==> src/rtl/storage_change_reader.sv <==
// Watches the storage register's output, captures every value change (or an
// explicit read request), and queues the captured values for a downstream consumer.
module storage_change_reader #(
    parameter int DATA_WIDTH = 8,
    parameter int DEPTH      = 4
) (
    input  logic                    clk,
    input  logic                    rst_n,
    input  logic [DATA_WIDTH-1:0]   stored_data,
    input  logic                    read_req,
    input  logic                    out_ready,
    input  logic                    clear_overflow,
    output logic                    out_valid,
    output logic [DATA_WIDTH-1:0]   out_data,
    output logic [$clog2(DEPTH):0]  fill_level,
    output logic                    overflow
);
    localparam int PW = $clog2(DEPTH);
    localparam int CW = PW + 1;
    localparam logic [CW-1:0] FULL = CW'(DEPTH);

    logic [DATA_WIDTH-1:0] last_value;
    logic                  primed;
    logic [DATA_WIDTH-1:0] mem [DEPTH];
    logic [PW-1:0]         wr_ptr;
    logic [PW-1:0]         rd_ptr;
    logic [CW-1:0]         count;

    logic change;
    logic capture;
    logic pop;
    logic push;
    logic drop;

    // Handshake: out_valid means out_data is the head entry; an entry leaves the
    // queue on a rising edge where out_valid && out_ready. While out_valid is high
    // and out_ready is low, out_data and out_valid stay unchanged.
    always_comb begin
        change  = primed && (stored_data != last_value);
        capture = change || read_req;
        pop     = out_valid && out_ready;
        push    = capture && ((count != FULL) || pop);
        drop    = capture && (count == FULL) && !pop;
    end

    assign out_valid  = (count != '0);
    assign out_data   = out_valid ? mem[rd_ptr] : '0;
    assign fill_level = count;

    always_ff @(posedge clk or negedge rst_n) begin
        if (!rst_n) begin
            last_value <= '0;
            primed     <= 1'b0;
            wr_ptr     <= '0;
            rd_ptr     <= '0;
            count      <= '0;
            overflow   <= 1'b0;
        end else begin
            last_value <= stored_data;
            primed     <= 1'b1;
            if (push) wr_ptr <= wr_ptr + PW'(1);
            if (pop)  rd_ptr <= rd_ptr + PW'(1);
            case ({push, pop})
                2'b10:   count <= count + CW'(1);
                2'b01:   count <= count - CW'(1);
                default: count <= count;
            endcase
            // A drop in the same cycle as a clear must leave the flag set.
            if (drop)                overflow <= 1'b1;
            else if (clear_overflow) overflow <= 1'b0;
        end
    end

    // Storage array needs no reset: entries are only visible while counted.
    always_ff @(posedge clk) begin
        if (push) mem[wr_ptr] <= stored_data;
    end

endmodule

==> config.mk <==
export PLATFORM = sky130hd
export DESIGN_NAME = storage_change_reader
export DESIGN_NICKNAME = d
export VERILOG_FILES = /design/src/rtl/storage_change_reader.sv
export SDC_FILE = /design/constraint.sdc
export NUM_CORES = 1
export LEC_CHECK = 0
export BUFFER_PORTS_ARGS = -buffer_cell sky130_fd_sc_hd__buf_2
export CAP_MARGIN = 20
export CORE_UTILIZATION = 61
export DETAILED_ROUTE_END_ITERATION = 16
export GPL_TIMING_DRIVEN = 0
export PLACE_DENSITY_LB_ADDON = 0.25
export SLEW_MARGIN = 20
export SYNTH_ARGS = -nofsm -noshare
export SYNTH_HDL_FRONTEND = slang
export SYNTH_SLANG_ARGS = --single-unit
==> constraint.sdc <==
create_clock -name clk -period 6.4 [get_ports clk]
set_input_delay 0 -clock clk [delete_from_list [all_inputs] [get_ports clk]]
set_output_delay 0 -clock clk [all_outputs]
set_load 0.03 [all_outputs]
==> results of run 1 <==
layout by cell type, fill, tap and decap left out, types with 2 or more instances in the layout:
master                          netlist  layout
sky130_fd_sc_hd__a21oi_1              5       5
sky130_fd_sc_hd__and2_1               9       9
sky130_fd_sc_hd__buf_2                1      26
sky130_fd_sc_hd__clkbuf_1             2       2
sky130_fd_sc_hd__clkbuf_4             0       5
sky130_fd_sc_hd__dfrtp_1             17      17
sky130_fd_sc_hd__dlygate4sd3_1        0      11
sky130_fd_sc_hd__edfxtp_1            32      32
sky130_fd_sc_hd__ha_1                 5       5
sky130_fd_sc_hd__inv_1                7       7
sky130_fd_sc_hd__mux4_2               8       8
sky130_fd_sc_hd__nand2_1              5       5
sky130_fd_sc_hd__nand4_1              3       3
sky130_fd_sc_hd__nor2_1               2       2
sky130_fd_sc_hd__nor3_1               2       2
sky130_fd_sc_hd__o2111ai_1            2       2
sky130_fd_sc_hd__or3_1                2       2
sky130_fd_sc_hd__or4_1                2       2
sky130_fd_sc_hd__xnor2_1             10      10
sky130_fd_sc_hd__xor2_1               3       3
final timing paths:
path,startpoint,end,slack [ns],cells after the start
min in group asynchronous,rst_n,last_value[7],0.07,2
setup / recovery,last_value[1],fill_level[2],3.68,10
hold / removal,out_ready,rd_ptr[0],0.03,3
hold reg to reg,fill_level[2],fill_level[2],0.53,1
max in group asynchronous,rst_n,last_value[6],6.04,2
setup reg to reg,last_value[1],fill_level[2],3.68,10
worst reg2reg max path: cells and delay by family (launching register included):
kind / cells / cell delay [ns]
DFF: 1 / 0.40
and+or+nand+nor: 2 / 0.40
buffers and inverters: 1 / 0.06
xor gates and xnor gates: 3 / 0.49
adders and majority gates: 2 / 0.56
AOI/OAI and AO/OA: 2 / 0.75
cell type report:
cell class / instances / area, sq um / area share (%)
Sequential cell: 49 / 1386 / 56.76
Multi-Input combinational cell: 69 / 643.1 / 26.33
Timing Repair Buffer: 36 / 235.2 / 9.631
Tap cell: 44 / 55.05 / 2.254
Clock buffer: 5 / 37.54 / 1.537
Clock inverter: 2 / 35.03 / 1.434
Inverter: 7 / 26.28 / 1.076
Buffer: 4 / 23.77 / 0.9734
registers in the layout, summed over array words and instances, names as in the netlist:
name	flops
wr_ptr	2
last_value	8
mem	32
fill_level	3
primed	1
overflow	1
rd_ptr	2
logic make-up after synthesis:
logic type	Yosys count	share of synthesized area [%]
flops	49	66.67
simple gates	28	8.002
xor+xnor	13	5.475
compound gates	12	4.151
buf+inv	11	2.407
mux	9	9.145
fa+ha+maj	6	3.971
other cells	1	0.1803
through the flow:
stage / util, % / area [sq um]
final: 77.46 / 2442
after global routing: 77.46 / 2442
after CTS: 77.46 / 2442
after detailed placement: 71.67 / 2260
after global placement: 71.67 / 2260
after floorplan: - / 2079
routing by layer:
layer  track usage [%]  up-vias
met5                 0        -
met4             10.96        0
met3             7.249        8
met2             41.60       37
met1             30.13      615
li1                  -      563
power groups by stage:
stage	Sequential, mW	Clock (mW)	Combinational (mW)
6_report	0.469	0.172	0.489
5_1_grt	0.478	0.187	0.536
4_1_cts	0.470	0.173	0.494
3_5_place_dp	0.477	0	0.488
3_3_place_gp	0.470	0	0.472
2_1_floorplan	0.490	0	0.343
==> impl.org, run 1 <==
** Power and ir drop
- Switch share :: 37.77%
- Per report_power, the combinational group accounts for 43.3% of the total.
- In this run the power spent charging and discharging nets is 0.4265 mW.
- Sequential cells account for 41.5% of the total power.
- Internal power component :: 0.7027 mW
- For this design the ratio of total power to cell area is 462.3 mW/mm^2.
- Overall power consumption :: 1.129 mW
- Across the VDD grid, the largest voltage drop is ~0.37 mV.
- The clock network burns 15.2% of the power.
- For this design the static power due to leakage is 0.9474 nW.

** Synth
- Sequential-to-total area share from yosys stat :: 66.67%
- The synthesized design spends more area on one cell type than any other, namely sky130_fd_sc_hd__edfxtp_1.
- The cell area that synthesis handed to floorplanning was 0.002079 sq mm.
- Unique cell type count in the Yosys netlist :: 30
- The most used flip-flop cell after synthesis is sky130_fd_sc_hd__edfxtp_1.
- Ranked by total cell area, the synthesized netlist is headed by sky130_fd_sc_hd__edfxtp_1, sky130_fd_sc_hd__dfrtp_1, sky130_fd_sc_hd__mux4_2.
- After synthesis, the largest area contributor takes up 46.21% of total cell area.
- The synthesized design contains 32 enable-type register cells.
- Synthesis produced a netlist whose cell count is roughly 130.
- Mean cell area of the mapped netlist :: 16.12 sq um
- Cell with the most instances after synthesis :: sky130_fd_sc_hd__edfxtp_1
- For this run, the number of Yosys warnings is 0.
- Seq cells post-synth :: 49
- Of all flip-flops after synthesis, the portion carrying an async set or reset was 34.69%.
- The number of nets in the synthesized netlist is 148.
- After synthesis, the most frequently instantiated cells are sky130_fd_sc_hd__edfxtp_1, sky130_fd_sc_hd__dfrtp_1, sky130_fd_sc_hd__xnor2_1.

** Worst setup path
- Cells along the critical path :: xnor2_1 > nand4_1 > o21ai_0 > a21o_1 > ha_1 > inv_1 > fa_1 > xor2_1 > nor2_1 > xor2_1
- The largest single stage delay on the critical path is approximately 0.54 ns.
- Data on the critical path is required at its endpoint by 6.69 ns.
- Slowest stage cell on the critical path :: sky130_fd_sc_hd__o21ai_0
- CP top delay family :: compound AO/OA/AOI/OAI gates
- The cell that appears most often on the critical path is sky130_fd_sc_hd__xor2_1.
- STA classifies the critical path endpoint as a flip-flop.
- Crit path max fanout :: 6
- Data arrival at the endpoint of the critical path :: between 3 and 4 ns
- Type of the worst setup path :: reg2reg
- Worst path buffer plus inverter count :: 1
- STA classifies the critical path startpoint as a flip-flop.

** Clocking
- Clock tree synthesis inserted a total of 5 buffers.
- Setup Fix Bufs, Post-CTS :: 0
- Clock Sinks :: 49
- TritonCTS built the clock tree.
- Once the clock tree was built, the resizer swapped 0 gates to a different size.
- The longest clock path from root to sink contains 2 buffers.
- After clock tree synthesis, the clock-pin slew on the worst setup and hold paths is between 0.1 and 0.15 ns.
- Clock tree synthesis selected as its root buffer the cell sky130_fd_sc_hd__clkbuf_4.
- # H-tree levels :: 2
- Clk_lat worst skew :: ~0.36 ns
- Post-CTS Hold Fix Bufs :: 11

** Floorplan
- Area of the placeable core :: 0.003153 sq mm
- Height of the die :: 60.39 um
- Pin placement for this block handled 26 I/O pins.
- Die Span X :: 60.39 um
- Area of the die :: 0.003646 sq mm
- Initial Util :: 65.95%
- In this run the core area contains 20 standard-cell rows.

** STA
- Unrepaired setup endpoints after global routing :: no
- Clock Skews :: 0.009389 ns
- Final min period :: 2.719 ns
- The final-report max-slew violation count was 0.
- Worst slew margin relative to its limit :: 32.24%
- Least-Margin Pin Slew :: roughly 1 ns
- Across all setup checks in the final design, the least slack found is around 3.7 ns.
- Setup violations remaining at the end of the flow were counted as 0.
- The worst path uses 42.48% of the clock period.
- After routing, the total negative slack on setup checks comes to 0 ns.
- Hold timing on the final database bottoms out at a slack of between 0.02 and 0.03 ns.
- Final number of hold-violating endpoints :: 0
- Fmax :: 0.3678 GHz

** Layout
- Layout overhead on the synthesized area :: 17.45%
- Number of non-filler instances in the completed layout :: 216
- 0 antenna diodes ended up in the layout.
- Net count reported at finish :: 191
- Final-layout fill cell count :: 204
- Of the cells placed in the final design, the portion with a size suffix greater than 1 is between 20% and 30%.

** Detailed routing
- Dividing the detail-routed via count by the number of cells gives 5.662.
- Iteration-0 DRC Markers :: 50
- Met3 wirelength from detailed routing :: 163 um
- The detailed router used layers up to and including met4.
- The first detailed-routing pass ran for 4 iterations.
- Post-route ant nets :: 0
- Detailed-route via count :: around 1,200
- The routed design has 3.736 mm of wire.
- Residual DRC :: 0
- In the detailed route, the total length drawn on met2 is 1.935 mm.
- In the final routed layout, each cell accounts on average for 17.30 um.
- For this block, wires on met1 add up to 1.561 mm.

** GRT
- GRT Util Overall :: 24.86%
- Pin count of the biggest net entering global routing :: 18
- The number of global-route vias before repair came to 1,261.
- Antenna violations before repair :: 0
- Global-route wire length before repair :: 6.072 mm
- The total overflow left after global routing is 0.

** Place
- Port buffering added 25 buffers.
- Counting tap cells, the placed design contains a total of 198 instances.
- Timing analysis after detailed placement gives a worst setup slack of between 3 and 4 ns.
- The HPWL after detailed placement is 2.371 mm.
- Routability-driven placement congestion ratio :: approximately 0.73

** Min path
- The tightest min-delay check is of the in2reg type.

** Run
- Max-cap check violation count :: 0

** Status
- The flow ran to the end, and the final reports show no timing, DRC or antenna violations.
Note: power is estimated with default switching activity, not from simulation.
==> run 2, diff against run 1 <==
--- a/config.mk
+++ b/config.mk
@@ -7,7 +7,7 @@
 export LEC_CHECK = 0
 export BUFFER_PORTS_ARGS = -buffer_cell sky130_fd_sc_hd__buf_2
 export CAP_MARGIN = 20
-export CORE_UTILIZATION = 61
+export CORE_UTILIZATION = 56
 export DETAILED_ROUTE_END_ITERATION = 16
 export GPL_TIMING_DRIVEN = 0
 export PLACE_DENSITY_LB_ADDON = 0.25
==> constraint.sdc (replaced) <==
create_clock -name clk -period 2.7 [get_ports clk]
set_input_delay 0 -clock clk [delete_from_list [all_inputs] [get_ports clk]]
set_output_delay 0 -clock clk [all_outputs]
set_load 0.03 [all_outputs]
==> run 2 against run 1 <==
  * Highest routed layer unchanged
  * Global-route usage is 3.1 points lower
  * Critical endpoint unchanged
  * Final area is 1.2% higher
  * Critical path depth stayed put
  * Sequential power is 140% higher
  * Hold slack better by 0.016 ns
  * Via count is 0.41% lower
  * Die area is 8.6% higher
  * Clock-buffer cell count stayed put
  * Sequential cell count stayed put
  * Sequential share of layout area is 0.66 points lower
  * Worst setup slack worse by 3.4 ns
  * Power is 140% higher
==> impl.org, run 2 (synthesis gave the netlist of run 1 again) <==
** Status
- The flow ran to the end, and the final reports show no timing, DRC or antenna violations.

** Clocking
- The tree is rooted in a sky130_fd_sc_hd__clkbuf_8.
- TritonCTS built the clock tree.
- The total CTS buffers was 5 (unchanged).
- Clk buf depth :: 2 (unchanged)
- Clock Sinks :: 49 (unchanged)
- The CTS clock-pin slew for the worst setup and hold paths was 0.09 ns (-0.04 ns).
- The clock insertion delay at the later pin of the skew report is 0.30 ns (-0.06 ns).
- # H-tree levels :: 2 (unchanged)

** GRT
- The wire length of the first global-routing pass is 6.175 mm (+1.7%).
- Antenna violations before repair :: 0 (unchanged)
- GRT Util Overall :: 21.78% (-3.1 points)
- Pin count of the biggest net entering global routing :: 18 (unchanged)
- Grt total ovfl :: 0 (unchanged)
- Via count of the first global-routing pass :: 1,237 (-1.9%)

** Place
- Post-DP HPWL :: 2.421 mm (+2.1%)
- The final estimated routing congestion in global placement was 0.8690 (+18%).
- The number of port buffers is 25 (unchanged).

** Min path
- Hold path startpoint :: read_req
- The worst hold path terminates at wr_ptr[1].
- The cell count of the worst hold path was 3 (unchanged).
- Type of the worst min-delay path :: in2reg

** Detailed routing
- The number of nets with antenna violations after detailed routing is 0 (unchanged).
- The overall via count from detail_route came to 1,218 (-0.41%).
- The average via count per standard cell is 5.536 (-2.2%).
- The number of DRC markers after the initial detailed-route iteration came to 25 (-50%).
- The detail-routed net length per standard cell is 16.80 um (-2.9%).
- Routed Wire Length :: 3.695 mm (-1.1%)
- The number of design rule violations left after detail routing is 0 (unchanged).
- Number of search-and-repair iterations in the first detailed-routing pass :: 4 (unchanged)

** Layout
- The area growth from synthesis to layout is 18.83%.
- Area taken by multi-input logic gates :: 646.9 sq um (+0.58%)
- The footprint of the flip-flops and latches is 0.001386 sq mm (unchanged).
- Reg with most FFs :: mem
- The final net count is 192 (+0.52%).
- The ratio of cells with drive above 1 in the final layout came to 27.59% (+2.0 points).
- Top library cells by usage in the layout, fill and taps aside :: sky130_fd_sc_hd__edfxtp_1, sky130_fd_sc_hd__buf_2, sky130_fd_sc_hd__dfrtp_1
- Most frequent standard cell in the layout excluding fill and tap cells :: sky130_fd_sc_hd__edfxtp_1
- Total inserted antenna cells :: 0 (unchanged)
- Final-layout fill cell count :: 244 (+20%)
- Flip-flop count of the largest register, all copies and words added :: 32 (unchanged)

** STA
- Unrepaired setup endpoints after global routing :: no
- Fmax :: 0.4053 GHz (+10%)
- The count of endpoints failing setup in the final report was 0 (unchanged).
- Setup total negative slack :: 0 ns (unchanged)
- Final min period :: 2.467 ns (-0.2514 ns)
- Final number of hold-violating endpoints :: 0 (unchanged)
- The post-route clock skew was 0.009666 ns (+0.0002771 ns).
- Worst slew margin relative to its limit :: 33.96% (+1.7 points)
- The final-layout worst hold slack was 0.04104 ns (+0.01590 ns).
- Least-Margin Pin Slew :: 0.9906 ns (-0.02585 ns)
- Number of pins with negative max-slew slack in the final report :: 0 (unchanged)
- Final clock period utilization by the worst path :: 91.37% (+49 points)

** Worst setup path
- The slack of the worst reg-to-reg path was 0.23 ns (-3.45 ns).
- The signal arrival time at the worst endpoint was 2.69 ns (-0.32 ns).
- Grouping stages by cell kind, the critical path spends the most delay in adder cells.
- The number of buffers and inverters on the critical path was 1 (unchanged).
- Walking the worst path, the cells encountered are xnor2_1 > nand4_1 > o21ai_2 > a21o_1 > ha_1 > inv_1 > fa_1 > xor2_1 > nor2_1 > xor2_1.
- The slowest stage of the critical path belongs to the cell sky130_fd_sc_hd__dfrtp_1.
- The data required time at the worst endpoint came to 2.93 ns (-3.76 ns).
- Crit path max fanout :: 6 (unchanged)
- Cell depth of the worst setup path :: 10 (unchanged)
- The endpoint identified for the worst register-to-register timing path is fill_level[2].
- STA classifies the critical path endpoint as a flip-flop.
- The number of cell instances on the worst register-to-register path is 10 (unchanged).
- STA classifies the critical path startpoint as a flip-flop.
- Delay contributed by the slowest stage of the critical path :: 0.39 ns (-0.15 ns)
- Type of the worst setup path :: reg2reg
- Most used cell, CP :: sky130_fd_sc_hd__xor2_1
- The worst register-to-register path begins at last_value[1].

** Floorplan
- The number of top-level design ports came to 26 (unchanged).
- Height of the die :: 62.94 um (+4.2%)
- The placement row count came to 21 (+5.0%).
- The placeable core area was 0.003442 sq mm (+9.2%).
- Initial Util :: 60.41% (-5.5 points)
- Die Span X :: 62.94 um (+4.2%)
- Area of the die :: 0.003961 sq mm (+8.6%)

** Run
- Max-cap check violation count :: 0 (unchanged)

** Power and ir drop
- Leakage power summed over all cells :: 0.9563 nW (+0.93%)
- Worst vdd rail ir drop :: 0.8494 mV (+130%)
- The power density over the cells came to 1096 mW/mm^2 (+140%).
- Overall power consumption :: 2.708 mW (+140%)
-- run 2: cell types whose count changed in the layout (fill, tap and decap cells not counted), sizes merged --
| cell | change |
|---|---|
| clkinvlp | +1 |
| bufinv | -1 |
| inv | +1 |
| dlygate4sd3 | -1 |
| buf | +2 |
-- run 2: worst max path at each step --
stage	startpoint	endpoint	slack (ns)
finish	last_value[1]	fill_level[2]	0.23
floorplan	fill_level[0]	fill_level[2]	0.27
global route	last_value[1]	fill_level[2]	0.02
global placement	last_value[3]	fill_level[2]	0.16
detailed placement	last_value[3]	fill_level[2]	0.05
CTS	last_value[1]	fill_level[2]	0.02
-- run 2: worst reg2reg max path, delay by kind of cell (launching register included) --
family / cells / cell delay, ns
adders and majority gates: 2 / 0.56
AOI/OAI and AO/OA: 2 / 0.49
xor gates and xnor gates: 3 / 0.47
and+or+nand+nor: 2 / 0.42
DFF: 1 / 0.39
buffers and inverters: 1 / 0.06
-- run 2: layout make-up --
type | instances | area share [%]
clock buffers | 5 | 2.785
well taps | 46 | 2.329
inverters | 7 | 1.063
repair buffers | 37 | 9.722
plain buffers | 4 | 0.9620
multi-input cells | 69 | 26.18
flip-flops and latches | 49 | 56.10
clock inverters | 3 | 0.8608
-- run 2: routing by layer --
metal  track usage [%]  share of wire (%)
met1             27.14                 43
met5                 0                  0
met2             36.56                 51
met3             6.204                4.7
met4             6.977                2.0
-- run 2: report_power, final --
part	internal, mW	total [mW]	switching [mW]
combinational	0.450	1.16	0.712
clock	0.184	0.427	0.243
sequential	1.03	1.12	0.0897
-- run 2: through the flow --
stage,instance area [sq um],utilization [%],cells,worst slack (ns)
after floorplan,2079,-,129,0.2660
after global placement,2262,65.72,200,0.1607
after detailed placement,2262,65.72,200,0.04940
after CTS,2452,71.25,218,0.01692
after global routing,2471,71.79,220,0.01601
final,2471,71.79,220,0.2329
-- run 2: what timing repair did --
item,in CTS,in global routing
buffers inserted,0,2
hold buffers,10,0
endpoints found under the setup margin,0,1
endpoints found under the hold margin,58,0
gates resized for setup,0,2
